### src/rtl/instr_fetch_unit.sv
// rtl/instr_fetch_unit.sv - RV32I fetch stage: PC, credit-limited imem requests, decode FIFO, redirect flush.
// Define IFU_PERF_CNT_EN to add the perf_fetched/perf_flushed counters.
module instr_fetch_unit #(
  parameter logic [31:0] RESET_PC  = 32'h0000_0000,
  parameter int          BUF_DEPTH = 2
) (
  input  logic        clk,
  input  logic        rst,
  output logic        imem_req_valid,
  input  logic        imem_req_ready,
  output logic [31:0] imem_req_addr,
  input  logic        imem_rsp_valid,
  input  logic [31:0] imem_rsp_data,
  input  logic        redirect_valid,
  input  logic [31:0] redirect_pc,
  output logic        id_valid,
  input  logic        id_ready,
  output logic [31:0] id_instr,
  output logic [31:0] id_pc,
  output logic        fetch_fault
`ifdef IFU_PERF_CNT_EN
  ,
  output logic [31:0] perf_fetched,
  output logic [31:0] perf_flushed
`endif
);

  localparam int PW = $clog2(BUF_DEPTH);
  localparam int CW = PW + 1;
  localparam logic [CW:0] DEPTH_W = (CW+1)'(BUF_DEPTH);

  typedef enum logic {ST_RUN = 1'b0, ST_FAULT = 1'b1} state_t;

  state_t        state_q, state_n;
  logic [31:0]   fetch_pc_q;
  logic [CW-1:0] count_q, inflight_q, drop_q;
  logic [PW-1:0] rd_ptr_q, wr_ptr_q, tag_rd_q, tag_wr_q;
  logic          fault_q;

  logic [31:0]   fifo_instr [BUF_DEPTH];
  logic [31:0]   fifo_pc    [BUF_DEPTH];
  logic [31:0]   tag_mem    [BUF_DEPTH];

  logic          redir_ok, redir_bad, flush, req_ok;
  logic          accept, rsp_any, rsp_live, push, hs, pop;
  logic [CW:0]   credit_used;
  logic [CW-1:0] count_after_pop, count_n, inflight_n, drop_n;
  logic [PW-1:0] rd_ptr_n;
  logic          head_load;
  logic [31:0]   head_instr_n, head_pc_n;

  assign credit_used = {1'b0, count_q} + {1'b0, inflight_q};

  always_ff @(posedge clk or posedge rst) begin
    if (rst) state_q <= ST_RUN;
    else     state_q <= state_n;
  end

  always_comb begin
    state_n   = state_q;
    redir_ok  = 1'b0;
    redir_bad = 1'b0;
    req_ok    = 1'b0;
    case (state_q)
      ST_RUN: begin
        if (redirect_valid) begin
          if (redirect_pc[1:0] == 2'b00) begin
            redir_ok = 1'b1;
          end else begin
            redir_bad = 1'b1;
            state_n   = ST_FAULT;
          end
        end else begin
          req_ok = credit_used < DEPTH_W;
        end
      end
      default: ;
    endcase
  end

  // Request is masked during reset so the port reads idle while rst is high.
  assign flush          = redir_ok | redir_bad;
  assign imem_req_valid = req_ok & ~rst;
  assign imem_req_addr  = fetch_pc_q;
  assign accept         = imem_req_valid & imem_req_ready;
  assign id_valid       = (state_q == ST_RUN) && (count_q != '0);
  assign hs             = id_valid & id_ready;
  assign pop            = hs & ~flush;
  assign rsp_any        = imem_rsp_valid & (inflight_q != '0);
  assign rsp_live       = rsp_any & (drop_q == '0);
  assign push           = rsp_live & (state_q == ST_RUN) & ~flush;
  assign fetch_fault    = fault_q;

  assign count_after_pop = count_q - CW'(pop);
  assign count_n         = flush ? '0 : count_after_pop + CW'(push);
  assign rd_ptr_n        = flush ? '0 : rd_ptr_q + PW'(pop);
  assign inflight_n      = inflight_q + CW'(accept) - CW'(rsp_any);

  // Everything still in flight at a flush is stale, including earlier stale ones.
  always_comb begin
    drop_n = drop_q;
    if (flush)
      drop_n = inflight_q - CW'(rsp_any);
    else if (rsp_any && (drop_q != '0))
      drop_n = drop_q - CW'(1);
  end

  always_comb begin
    head_load    = 1'b0;
    head_instr_n = id_instr;
    head_pc_n    = id_pc;
    if (!flush) begin
      if (push && (count_after_pop == '0)) begin
        head_load    = 1'b1;
        head_instr_n = imem_rsp_data;
        head_pc_n    = tag_mem[tag_rd_q];
      end else if (count_n != '0) begin
        head_load    = 1'b1;
        head_instr_n = fifo_instr[rd_ptr_n];
        head_pc_n    = fifo_pc[rd_ptr_n];
      end
    end
  end

  always_ff @(posedge clk or posedge rst) begin
    if (rst) begin
      fetch_pc_q <= RESET_PC;
      count_q    <= '0;
      inflight_q <= '0;
      drop_q     <= '0;
      rd_ptr_q   <= '0;
      wr_ptr_q   <= '0;
      tag_rd_q   <= '0;
      tag_wr_q   <= '0;
      fault_q    <= 1'b0;
      id_instr   <= '0;
      id_pc      <= '0;
    end else begin
      count_q    <= count_n;
      inflight_q <= inflight_n;
      drop_q     <= drop_n;
      rd_ptr_q   <= rd_ptr_n;
      if (redir_ok)
        fetch_pc_q <= redirect_pc;
      else if (accept)
        fetch_pc_q <= fetch_pc_q + 32'd4;
      if (redir_bad)
        fault_q <= 1'b1;
      if (flush) begin
        wr_ptr_q <= '0;
        tag_rd_q <= '0;
        tag_wr_q <= '0;
      end else begin
        if (push)     wr_ptr_q <= wr_ptr_q + PW'(1);
        if (accept)   tag_wr_q <= tag_wr_q + PW'(1);
        if (rsp_live) tag_rd_q <= tag_rd_q + PW'(1);
      end
      if (head_load) begin
        id_instr <= head_instr_n;
        id_pc    <= head_pc_n;
      end
    end
  end

  always_ff @(posedge clk) begin
    if (push) begin
      fifo_instr[wr_ptr_q] <= imem_rsp_data;
      fifo_pc[wr_ptr_q]    <= tag_mem[tag_rd_q];
    end
    if (accept)
      tag_mem[tag_wr_q] <= fetch_pc_q;
  end

`ifdef IFU_PERF_CNT_EN
  always_ff @(posedge clk or posedge rst) begin
    if (rst) begin
      perf_fetched <= '0;
      perf_flushed <= '0;
    end else begin
      if (hs)
        perf_fetched <= perf_fetched + 32'd1;
      if (flush)
        perf_flushed <= perf_flushed + 32'(count_q - CW'(hs)) + 32'(inflight_q - drop_q);
    end
  end
`endif

endmodule

### config.mk
export PLATFORM = sky130hd
export DESIGN_NAME = instr_fetch_unit
export DESIGN_NICKNAME = d
export VERILOG_FILES = /design/src/rtl/instr_fetch_unit.sv
export SDC_FILE = /design/constraint.sdc
export NUM_CORES = 1
export LEC_CHECK = 0
export BUFFER_PORTS_ARGS = -buffer_cell sky130_fd_sc_hd__buf_2
export CORE_MARGIN = 4
export CORE_UTILIZATION = 55
export CTS_CLUSTER_DIAMETER = 200
export DETAILED_ROUTE_END_ITERATION = 8
export PLACE_DENSITY = 0.85
export SYNTH_ARGS = -nofsm -noshare
export SYNTH_HDL_FRONTEND = slang
export SYNTH_SLANG_ARGS = --single-unit
### constraint.sdc
create_clock -name clk -period 7.3 [get_ports clk]
set_input_delay 0.73 -clock clk [delete_from_list [all_inputs] [get_ports clk]]
set_output_delay 0.73 -clock clk [all_outputs]
set_load 0.01 [all_outputs]
Yosys cells after proc, flatten, opt, wreduce, memory -nomap -nowiden
Memories as Yosys holds them, arrays and structs flattened.
Cells that the tools add are included.
W data, S select, Z words.
{"block": "classes", "addsub": 12, "order_cmp": 1, "mux": 32, "n_bitwise": 12, "n_reduce_logical": 17}
{"op": "$mux W32", "n": 6}
{"op": "$add A32 B3 Y32 const B", "n": 1}
{"op": "$mux W1", "n": 23}
{"op": "$reduce_bool A2 Y1", "n": 10}
{"op": "$and A1 B1 Y1", "n": 8}
{"op": "$logic_not A2 Y1", "n": 3}
{"op": "$mux W2", "n": 3}
{"op": "$sub A2 B1 Y2", "n": 3}
{"op": "$add A2 B1 Y2", "n": 2}
{"op": "$add A1 B1 Y1 const B", "n": 3}
{"op": "$add A2 B2 Y3", "n": 1}
{"op": "$logic_and A1 B1 Y1", "n": 3}
{"op": "$lt A3 B2 Y1 const B", "n": 1}
{"op": "$not A1 Y1", "n": 3}
{"op": "$reduce_and A3 Y1", "n": 1}
{"op": "$sub A2 B1 Y2 const B", "n": 1}
{"op": "$add A1 B1 Y1", "n": 1}
{"op": "$or A1 B1 Y1", "n": 1}
{"block": "word_totals", "regBits": 108, "ramBits": 192, "inputBits": 70, "out_inout_bits": 99, "word_cells": 89, "mem_count": 3}
{"memory": "fifo_instr", "depth": 2, "word_bits": 32, "rd": 1, "rd_clocked_by_memory_dff": 0, "wr": 1, "line_no": "40", "source": "logic [31:0] fifo_instr [BUF_DEPTH];"}
{"memory": "fifo_pc", "depth": 2, "word_bits": 32, "rd": 1, "rd_clocked_by_memory_dff": 0, "wr": 1, "line_no": "41", "source": "logic [31:0] fifo_pc [BUF_DEPTH];"}
{"memory": "tag_mem", "depth": 2, "word_bits": 32, "rd": 1, "rd_clocked_by_memory_dff": 0, "wr": 1, "line_no": "42", "source": "logic [31:0] tag_mem [BUF_DEPTH];"}

Longest topological paths before layout
{"block": "depth", "ltp_word": 15, "ltp_mapped": 13, "mapped_depth_nobuf": 10}

Worst setup path after synthesis
Ideal clock, no wire load.
{"block": "synth_timing", "kind": "input to register", "start": "input port redirect_valid", "end": "memory fifo_instr[0][0], enable pin", "setup_time_ns": 0.494, "arrival_ns": 4.007, "required_ns": 6.806, "slack_ns": 2.799, "path_stages": 4, "path_buffers": 1, "path_cell_list": "buf_6 > nor2_1 > and3_1 > nor2b_1"}
{"block": "synth_between", "elab_chain_cells": 7, "elab_cells_between_ends": 9, "cone_classes": "mux: 6; bitwise: 3"}
{"item": "start: declaration", "line_no": "14", "source": "input logic redirect_valid,"}
{"item": "$mux W1", "line_no": "66", "source": "if (redirect_valid) begin"}
{"item": "$mux W1", "line_no": "64", "source": "case (state_q)"}
{"item": "$or A1 B1 Y1 *", "line_no": "82", "source": "assign flush = redir_ok | redir_bad;"}
{"item": "$not A1 Y1 (no source line) *"}
{"item": "$and A1 B1 Y1 *", "line_no": "91", "source": "assign push = rsp_live & (state_q == ST_RUN) & ~flush;"}
{"item": "$mux W1 *", "line_no": "166", "source": "if (push) begin"}
{"item": "$mux W1 (not written as such) *", "line_no": "167", "source": "fifo_instr[wr_ptr_q] <= imem_rsp_data;"}
{"item": "end: declaration", "line_no": "40"}
Every way passes the cells marked *; elsewhere a longest branch is shown, timed or not.

Worst setup path after layout
{"block": "layout_timing", "start": "register count_q[1]", "end": "register id_pc[26]"}
{"block": "layout_between", "elab_chain_cells": 12, "elab_cells_between_ends": 20, "cone_classes": "add/sub: 3; mux: 7; bitwise: 2; reduce/logical: 7; memory: 1"}
{"item": "start: declaration", "line_no": "36", "source": "logic [CW-1:0] count_q, inflight_q, drop_q;"}
{"item": "start signal: assignment", "line_no": "139", "source": "count_q <= count_n;"}
{"item": "$reduce_bool A2 Y1", "line_no": "86", "source": "assign id_valid = (state_q == ST_RUN) && (count_q != '0);"}
{"item": "$logic_and A1 B1 Y1", "line_no": "86"}
{"item": "$and A1 B1 Y1", "line_no": "87", "source": "assign hs = id_valid & id_ready;"}
{"item": "$and A1 B1 Y1", "line_no": "88", "source": "assign pop = hs & ~flush;"}
{"item": "$sub A2 B1 Y2", "line_no": "94", "source": "assign count_after_pop = count_q - CW'(pop);"}
{"item": "$add A2 B1 Y2", "line_no": "95", "source": "assign count_n = flush ? '0 : count_after_pop + CW'(push);"}
{"item": "$mux W2", "line_no": "95"}
{"item": "$reduce_bool A2 Y1", "line_no": "117", "source": "end else if (count_n != '0) begin"}
{"item": "$mux W1", "line_no": "117"}
{"item": "$mux W1", "line_no": "113", "source": "if (push && (count_after_pop == '0)) begin"}
{"item": "$mux W1", "line_no": "112", "source": "if (!flush) begin"}
{"item": "$reduce_and A3 Y1 (no source line)"}
{"item": "end signal: assignment", "line_no": "160", "source": "id_pc <= head_pc_n;"}
{"item": "end: declaration", "line_no": "19", "source": "output logic [31:0] id_pc,"}
Several ways; a longest one is shown, not always the timed one. The select of a mux whose other input is x is not followed.
A chain may end at the register's enable or synchronous reset.

==> flow_summary_export.csv <==
group,metric,value,unit
logic_synthesis,ys_ff_latch,300,
route,dr.pass1.iters,5,
critical_path,cp-end-kind,"flip-flop",
job,cap_violations,0,
route,vias,8122,
placed_design,hpwl,16300,um
run_status,outcome,"complete, no violations",
timing,finalMaxSlewViolations,0,
critical_path,crit_path_start_kind,"flip-flop",
final_layout,final_area,0.0145,mm2
route,drt-total-wl,26200,um
clock_network,cts_resized,0,
power,p_leak,5.87,nW
route,wl_per_cell,18.7,um
final_layout,fin_nets,1179,
placed_design,gp_congestion,0.834,
timing,fmax,274,MHz
critical_path,cp.arrival,4070,ps
route,drt_iter0_markers,659,
clock_network,cts_setup_buffers,0,
global_routing,grt_pass1_vias,8127,
clock_network,cts_num_sinks,300,
power,ir_drop,0.193,mV
timing,rsz0062_at_grt,"false",
power,power_density,315,mW/mm2
global_routing,gr-total-overflow,0,
die,ios,169,
global_routing,grt_max_degree,73,
final_layout,drive_gt1_share,25.1,%
clock_network,clock_latency,540,ps
logic_synthesis,yosysMostFrequentCell,"edfxtp_1",
logic_synthesis,synth_cells,948,
final_layout,n_antenna_cell,0,
logic_synthesis,seq_area_frac_synth,68.1,%
route,drc,0,
clock_network,clock_path_buffers,3,
clock_network,postCtsHoldBufs,0,
timing,fin_crit,3640,ps
min_path,holdCritPathClass,"in -> async",
timing,finClkSkew,8.62,ps
critical_path,crit_type,"reg -> reg",
die,rows,54,
critical_path,critPathMaxFanout,66,
logic_synthesis,synth_edf_count,192,
die,die_h,158,um
logic_synthesis,syn_area_per_cell,13.1,um2
clock_network,cts_made_buffers,30,
logic_synthesis,yosys.area.top_type,"edfxtp_1",
logic_synthesis,synthFlopType,"edfxtp_1",
timing,slew_headroom,35.2,%
timing,tightest_slew,973,ps
placed_design,placed_area,0.0135,mm2
logic_synthesis,syn_nets,1026,
clock_network,cts_tree,"built",
logic_synthesis,ys_warn_count,0,
logic_synthesis,netlist_area,0.0124,mm2
logic_synthesis,synth_top_area_share,46.3,%
timing,finalSetupViolations,0,
global_routing,antenna_found_initial,0,
route,ant_nets,0,
critical_path,rr_worst_depth,10,
clock_network,cts_root_buffer,"clkbuf_16",
critical_path,ff2ff_setup_slack,3660,ps
global_routing,grt_usage,20.7,%
clock_network,clkTransAtPathRegs,60,ps
critical_path,cp.required,7720,ps
logic_synthesis,synthArstFlopShare,36.0,%
global_routing,grt_pass1_wl,41700,um
die,die_w,158,um
clock_network,htreeDepth,1,
timing,hold_viol_final,0,
route,vias_per_cell,5.78,
die,core_area,0.0220,mm2
timing,min_period_over_period,49.9,%
logic_synthesis,synth_cell_types,50,
logic_synthesis,synth_area_leaders,"edfxtp_1 46%, dfrtp_1 22%, a211oi_1 3.9%",
die,initial_core_util,56.5,%
placed_design,port_buffers,168,
timing,finalSetupTns,0,ps
die,dieArea,0.0251,mm2
final_layout,syn2layout_area_growth,16.2,%
logic_synthesis,synth_top_cells_by_count,"192 x edfxtp_1, 109 x nand2_1, 108 x dfrtp_1, 84 x nor2_1, 68 x and3_1",
per-stage QoR:
stage                     util [%]  setup WS (ps)  power (mW)  instances  hold slack, ps
after detailed placement      61.2           3510        3.13       1349             463
after CTS                     65.6           3710        4.60       1405             245
after floorplan                  -           2800        2.74        948             510
after global placement        61.2           3570        3.09       1349             455
after global routing          65.6           3400        4.79       1405             263
final                         65.6           3660        4.56       1405             248
path summary, 6_finish.rpt:
check	startpoint	end
worst max register to register	count_q[1]$_DFF_PP0_	id_pc[26]$_DFFE_PP0P_
worst min-delay path	rst	inflight_q[1]$_DFF_PP0_
max in group asynchronous	rst	id_instr[28]$_DFFE_PP0P_
worst min register to register	id_pc[5]$_DFFE_PP0P_	id_pc[5]$_DFFE_PP0P_
min in group clk	imem_rsp_data[6]	fifo_instr[0][6]$_DFFE_PP_
worst max-delay path	count_q[1]$_DFF_PP0_	id_pc[26]$_DFFE_PP0P_
state kept, by name, indices dropped and copies added, names as in the netlist:
register / cells
count_q: 2
drop_q: 2
fetch_fault: 1
fifo_instr: 64
fifo_pc: 64
id_instr: 32
id_pc: 32
imem_req_addr: 32
inflight_q: 2
rd_ptr_q: 1
state_q: 1
tag_mem: 64
tag_rd_q: 1
tag_wr_q: 1
wr_ptr_q: 1
metal layers:
| metal | track usage [%] | wire, um | vias to the layer above | share of wire, % |
|---|---|---|---|---|
| li1 | - | - | 3809 | - |
| met1 | 29.6 | 11600 | 3955 | 44 |
| met2 | 33.7 | 12500 | 324 | 48 |
| met3 | 2.77 | 1760 | 34 | 6.7 |
| met4 | 5.93 | 415 | 0 | 1.6 |
| met5 | 0 | 0 | - | 0 |
power breakdown:
group	switching (mW)	total, mW	internal [mW]	leakage (nW)
clock	0.608	1.47	0.864	0.474
combinational	0.525	0.890	0.365	2.30
sequential	0.148	2.19	2.05	3.10
cells by family (layout without fill, tap and decap cells):
family / Yosys count / in the layout / synth area share [%]
mux: 34 / 34 / 3.06
buf+inv: 76 / 253 / 2.85
compound gates: 175 / 175 / 9.91
fa+ha+maj: 8 / 8 / 0.865
flops: 300 / 300 / 68.1
simple gates: 322 / 322 / 12.9
xor+xnor: 33 / 33 / 2.32
critical path, stage by stage, from the launching register on:
cell     delay [ps]
dfrtp_1         460
o21ai_0         440
nor2_1           80
ha_1            310
inv_1            50
ha_1            310
o41ai_2         360
buf_4           560
buf_4           650
nand2_1         140
o31ai_1         110
cell usage in the layout (no fill, tap or decap), types with 3 or more instances in the layout:
cell       synthesis  routed
a211oi_1          64      64
a21oi_1            6       6
and2_1             6       5
and3_1            68      68
and4_1             3       3
buf_2             13     168
buf_4              0      15
clkbuf_1          39       5
clkbuf_16          0      31
clkinv_1           0       7
clkinv_2           0       7
dfrtp_1          108     108
edfxtp_1         192     192
ha_1               7       7
inv_1             14      13
mux2_2            32      32
nand2_1          109     107
nand2b_1           3       3
nand3_1            6       6
nand4_1            5       5
nor2_1            84      82
nor3_1            15      14
nor3b_1            3       3
nor4_1             3       3
o21ai_0           13      13
o21ai_1           18      18
o31ai_1           64      64
xnor2_1           25      25
xor2_1             8       8
final cells by class:
| cell class | instances | area, um2 |
|---|---|---|
| Clock buffer | 38 | 822 |
| Clock inverter | 18 | 138 |
| Fill cell | 1602 | 7580 |
| Inverter | 14 | 55.1 |
| Multi-Input combinational cell | 572 | 3660 |
| Sequential cell | 300 | 8470 |
| Tap cell | 280 | 350 |
| Timing Repair Buffer | 183 | 953 |
Note: power is estimated with default switching activity, not from simulation.
